## config.mk

```make
export PLATFORM = sky130hd
export DESIGN_NAME = alu_cmd_sequencer
export DESIGN_NICKNAME = d
export VERILOG_FILES = /design/src/rtl/alu_cmd_sequencer.sv
export SDC_FILE = /design/constraint.sdc
export NUM_CORES = 1
export LEC_CHECK = 0
export CORE_MARGIN = 2
export CORE_UTILIZATION = 58
export CTS_BUF_LIST = sky130_fd_sc_hd__clkbuf_8
export DETAILED_ROUTE_END_ITERATION = 6
export GPL_ROUTABILITY_DRIVEN = 0
export PLACE_DENSITY = 0.81
export SETUP_SLACK_MARGIN = 0.2
export SYNTH_ARGS = -nofsm -noshare
export SYNTH_HDL_FRONTEND = slang
export SYNTH_SLANG_ARGS = --single-unit
```

## constraint.sdc

```tcl
create_clock -name CLK -period 2.8 [get_ports CLK]
set_input_delay 0.56 -clock CLK [delete_from_list [all_inputs] [get_ports CLK]]
set_output_delay 0.56 -clock CLK [all_outputs]
set_load 0.02 [all_outputs]
```

## src/rtl/alu_cmd_sequencer.sv

```systemverilog
// Command sequencer for a registered downstream ALU: a command FIFO, a credit-gated
// issue stage, a two-stage in-flight tracker and an in-order result buffer.
module alu_cmd_sequencer #(
    parameter int CMD_DEPTH = 4,
    parameter int RES_DEPTH = 4
) (
    input  logic        CLK,
    input  logic        rst,
    input  logic        cmd_valid,
    output logic        cmd_ready,
    input  logic [7:0]  cmd_a,
    input  logic [7:0]  cmd_b,
    input  logic [2:0]  cmd_op,
    output logic        alu_en,
    output logic [7:0]  alu_a,
    output logic [7:0]  alu_b,
    output logic [2:0]  alu_op,
    input  logic [15:0] alu_result,
    output logic        res_valid,
    input  logic        res_ready,
    output logic [15:0] res_data,
    output logic        res_err,
    output logic        busy
);

    localparam int CPW = $clog2(CMD_DEPTH);
    localparam int CCW = CPW + 1;
    localparam int RPW = $clog2(RES_DEPTH);
    localparam int RCW = RPW + 1;
    localparam logic [CCW-1:0] CMD_LIMIT = CCW'(CMD_DEPTH);
    localparam logic [RCW:0]   RES_LIMIT = (RCW + 1)'(RES_DEPTH);

    typedef struct packed {
        logic [7:0] a;
        logic [7:0] b;
        logic [2:0] op;
    } cmd_t;

    cmd_t            cmd_mem [CMD_DEPTH];
    logic [CPW-1:0]  cmd_wr_ptr;
    logic [CPW-1:0]  cmd_rd_ptr;
    logic [CCW-1:0]  cmd_count;

    logic [15:0]     res_mem     [RES_DEPTH];
    logic            res_err_mem [RES_DEPTH];
    logic [RPW-1:0]  res_wr_ptr;
    logic [RPW-1:0]  res_rd_ptr;
    logic [RCW-1:0]  res_count;

    logic            s1_valid, s1_err;
    logic            s2_valid, s2_err;

    cmd_t            head;
    logic            head_illegal;
    logic [RCW:0]    credit_used;
    logic            push, issue, capture, pop;

    assign head         = cmd_mem[cmd_rd_ptr];
    assign head_illegal = head.op[2] & head.op[1];

    // Results already buffered plus those still in flight must fit, so capture never overflows.
    assign credit_used = {1'b0, res_count} + (RCW + 1)'(s1_valid) + (RCW + 1)'(s2_valid);

    assign cmd_ready = ~rst & (cmd_count < CMD_LIMIT);
    assign push      = cmd_valid & cmd_ready;
    assign issue     = (cmd_count != '0) && (credit_used < RES_LIMIT);
    assign capture   = s2_valid;
    assign res_valid = (res_count != '0);
    assign pop       = res_valid & res_ready;
    assign busy      = (cmd_count != '0) | s1_valid | s2_valid | res_valid;

    // The buffer storage is not reset, so the head is masked until an entry is present.
    assign res_data  = res_valid ? res_mem[res_rd_ptr]     : '0;
    assign res_err   = res_valid ? res_err_mem[res_rd_ptr] : 1'b0;

    always_ff @(posedge CLK or posedge rst) begin
        if (rst) begin
            cmd_wr_ptr <= '0;
            cmd_rd_ptr <= '0;
            cmd_count  <= '0;
            res_wr_ptr <= '0;
            res_rd_ptr <= '0;
            res_count  <= '0;
            s1_valid   <= 1'b0;
            s1_err     <= 1'b0;
            s2_valid   <= 1'b0;
            s2_err     <= 1'b0;
            alu_en     <= 1'b0;
            alu_a      <= '0;
            alu_b      <= '0;
            alu_op     <= '0;
        end else begin
            if (push)
                cmd_wr_ptr <= cmd_wr_ptr + CPW'(1);
            if (issue)
                cmd_rd_ptr <= cmd_rd_ptr + CPW'(1);
            if (push && !issue)
                cmd_count <= cmd_count + CCW'(1);
            else if (!push && issue)
                cmd_count <= cmd_count - CCW'(1);

            s1_valid <= issue;
            s1_err   <= issue & head_illegal;
            s2_valid <= s1_valid;
            s2_err   <= s1_err;

            alu_en <= issue & ~head_illegal;
            if (issue && !head_illegal) begin
                alu_a  <= head.a;
                alu_b  <= head.b;
                alu_op <= head.op;
            end

            if (capture)
                res_wr_ptr <= res_wr_ptr + RPW'(1);
            if (pop)
                res_rd_ptr <= res_rd_ptr + RPW'(1);
            if (capture && !pop)
                res_count <= res_count + RCW'(1);
            else if (!capture && pop)
                res_count <= res_count - RCW'(1);
        end
    end

    // NOTE: storage arrays carry no reset; validity is tracked by the counts and pointers.
    always_ff @(posedge CLK) begin
        if (push)
            cmd_mem[cmd_wr_ptr] <= '{a: cmd_a, b: cmd_b, op: cmd_op};
        if (capture) begin
            res_mem[res_wr_ptr]     <= s2_err ? 16'h0000 : alu_result;
            res_err_mem[res_wr_ptr] <= s2_err;
        end
    end

endmodule
```

==> reports/metrics.csv <==
stage,metric,value,unit
run_status,outcome,completed,
place,placed_cells,574,
grt,antenna_found_initial,0,
yosys,syn_inst,348,
job,max-cap-violations,0,
floorplanning,dieArea,13200,um^2
layout,final_cells,613,
yosys,ys_seq_area_frac,0.742,
worst_setup_path,critPathMaxFanout,4,
cts,h-tree-depth,4,
place,pre_cts_ws,0.157,ns
yosys,synthTopCellsByArea,"edfxtp_1 61%, dfrtp_1 13%, mux4_2 11%",
cts,clock_latency,0.45,ns
floorplanning,die_h,115,um
power_and_ir_drop,leakage,3.14,nW
yosys,ys.flop_type,edfxtp_1,
sta,worst_slack,0.295,ns
cts,cts_tree,done,
layout,antenna_cells,0,
worst_setup_path,path_cells,bufbuf_16 -> mux4_2 -> and2_1 -> buf_2,
yosys,syn_nets,400,
worst_setup_path,start_kind,flop,
floorplanning,fp.dieW,115,um
power_and_ir_drop,max-vdd-ir-drop,0.000550,V
sta,clock.fmax,399,MHz
grt,grt_max_degree,39,
worst_setup_path,critPathSlowestCell,mux4_2,
sta,fin_tns_setup,0,ns
yosys,synth_top_area_frac,0.609,
cts,hold_buffers,0,
floorplanning,io_pins,79,
detailed_routing,ant_nets,0,
cts,cts_sinks,182,
sta,slew_headroom,0.366,
yosys,ys_warn_count,0,
grt,grt-ovfl-total,0,
detailed_routing,drc,0,
yosys,synth_common_cells,"144 x edfxtp_1, 38 x dfrtp_1, 36 x mux4_2, 21 x and2_1, 16 x nor2b_1",
sta,setup_viol,0,
yosys,yosysTopAreaCell,edfxtp_1,
layout,post-route-util,0.719,
place,port_buffers,78,
worst_setup_path,worstPathArrival,1.94,ns
yosys,synth_seq_cells,182,
sta,worst_pin_slew,0.950,ns
floorplanning,rows,40,
cts,cts_inserted_buffers,17,
detailed_routing,wire_per_inst,20.0,um
cts,root_buffer,clkbuf_8,
sta,slew_violations,0,
worst_setup_path,crit_type,flop to primary output,
sta,period_share,0.895,
worst_setup_path,slowest_delay,0.50,ns
cts,clk_pin_slew,0.08,ns
worst_setup_path,reg2reg_depth,7,
worst_setup_path,end_kind,primary output,
hold_path,min_path_type,flop to flop,
detailed_routing,drt_iter0_markers,170,
yosys,yosysUniqueCellTypes,33,
power_and_ir_drop,finalPower,0.00965,W
place,hpwl,7450,um
detailed_routing,vias_per_cell,5.58,
power_and_ir_drop,power_density,1120,nW/um^2
floorplanning,core,12000,um^2
yosys,yosysMostFrequentCell,edfxtp_1,
sta,skew,0.00851,ns
yosys,synth_area,7110,um^2
hold_path,hold_depth,0,
floorplanning,start_util,0.594,
sta,fin_crit,2.50,ns
detailed_routing,vias,3418,
layout,layout.nets,505,
yosys,async_flop_share,0.209,
layout,syn2layout_area_growth,21.0,%
grt,grt_pass1_vias,3654,
sta,hold_viol,0,
detailed_routing,firstDrtPassIters,5,
yosys,synth_edf_count,144,
sta,rsz0062_at_grt,false,
detailed_routing,wirelength,12200,um
grt,grt_pass1_wl,19100,um
layout,drive_gt1_frac,0.258,
cts,clock_path_buffers,2,
worst_setup_path,cp_data_required_time,2.24,ns
yosys,synth_area_per_cell,20.4,um^2
grt,grt.total_usage,0.203,
state kept, by name (all words and copies together), names as in the netlist:
name	count
alu_a	8
alu_b	8
alu_en	1
alu_op	3
capture	1
cmd_count	3
cmd_mem	76
cmd_rd_ptr	2
cmd_wr_ptr	2
res_count	3
res_err_mem	4
res_mem	64
res_rd_ptr	2
res_wr_ptr	2
s1_err	1
s1_valid	1
s2_err	1
final cells by class:
cell class                      count  area [um^2]
Tap cell                          147          184
Fill cell                         745         3360
Inverter                            9         33.8
Clock inverter                     15          235
Multi-Input combinational cell    144         1730
Timing Repair Buffer               99          905
Clock buffer                       17          234
Sequential cell                   182         5280
kinds of logic (layout without fill, tap and decap cells):
| family | after synthesis | in the layout | synth area share |
|---|---|---|---|
| compound gates | 6 | 6 | 0.00616 |
| xor+xnor | 12 | 12 | 0.0148 |
| fa+ha+maj | 13 | 13 | 0.0250 |
| buf+inv | 22 | 140 | 0.0143 |
| flops | 182 | 182 | 0.742 |
| mux | 55 | 55 | 0.149 |
| simple gates | 58 | 58 | 0.0484 |
metal layers:
metal | vias up | share of wire | GRT usage
li1 | 1548 | - | -
met1 | 1745 | 0.40 | 0.242
met2 | 105 | 0.52 | 0.348
met3 | 20 | 0.061 | 0.0566
met4 | 0 | 0.020 | 0.0862
met5 | - | 0 | 0
through the flow:
| stage | hold WS (ns) | area [um^2] |
|---|---|---|
| finish | 0.356 | 8600 |
| global route | 0.365 | 8600 |
| CTS | 0.357 | 8610 |
| detailed placement | 0.338 | 8120 |
| global placement | 0.336 | 8120 |
| floorplan | 0.331 | 7110 |
report_power, final:
group | internal [W] | switching (W) | total, W
sequential | 0.00364 | 0.000333 | 0.00397
combinational | 0.00185 | 0.00180 | 0.00366
clock | 0.00114 | 0.000879 | 0.00202
total | 0.00663 | 0.00302 | 0.00965
path summary, 6_finish.rpt:
path	from	end	slack [ns]
setup / recovery	res_rd_ptr[0]$_DFFE_PP0P_	res_data[6]	0.30
hold / removal	s1_err$_DFF_PP0_	s2_err$_DFF_PP0_	0.36
setup reg to reg	capture$_DFF_PP0_	cmd_count[1]$_DFFE_PP0P_	0.35
hold reg to reg	s1_err$_DFF_PP0_	s2_err$_DFF_PP0_	0.36
max in group asynchronous	rst	res_count[0]$_DFFE_PP0P_	1.87
min in group asynchronous	rst	alu_b[7]$_DFFE_PP0P_	0.56
layout by cell type, fill, tap and decap left out, types with 3 or more instances in the layout:
master / Yosys / routed
nand2_1: 4 / 4
xnor2_1: 7 / 7
clkbuf_8: 0 / 17
mux4_2: 36 / 36
nor2_1: 6 / 6
xor2_1: 5 / 5
buf_4: 1 / 18
dfrtp_1: 38 / 36
bufinv_16: 0 / 6
inv_1: 8 / 9
and2_1: 21 / 21
ha_1: 11 / 11
mux2_4: 9 / 9
mux2_1: 8 / 8
clkinv_4: 0 / 3
clkdlybuf4s50_1: 0 / 59
and3_1: 4 / 4
nor2b_1: 16 / 16
buf_2: 6 / 18
edfxtp_1: 144 / 144
critical path: cells and delay by family, from the launching register on:
kind | cells | cell delay [ns]
simple gates | 1 | 0.16
buf+inv | 2 | 0.43
flops | 1 | 0.41
mux | 1 | 0.50
timing repair:
action	in CTS	in global routing
endpoints found under the setup margin	19	4
gates resized for setup	71	6
setup buffers	3	2
pin swaps	0	0
gates cloned	2	0
No activity file was read; power rests on OpenSTA's default activity.
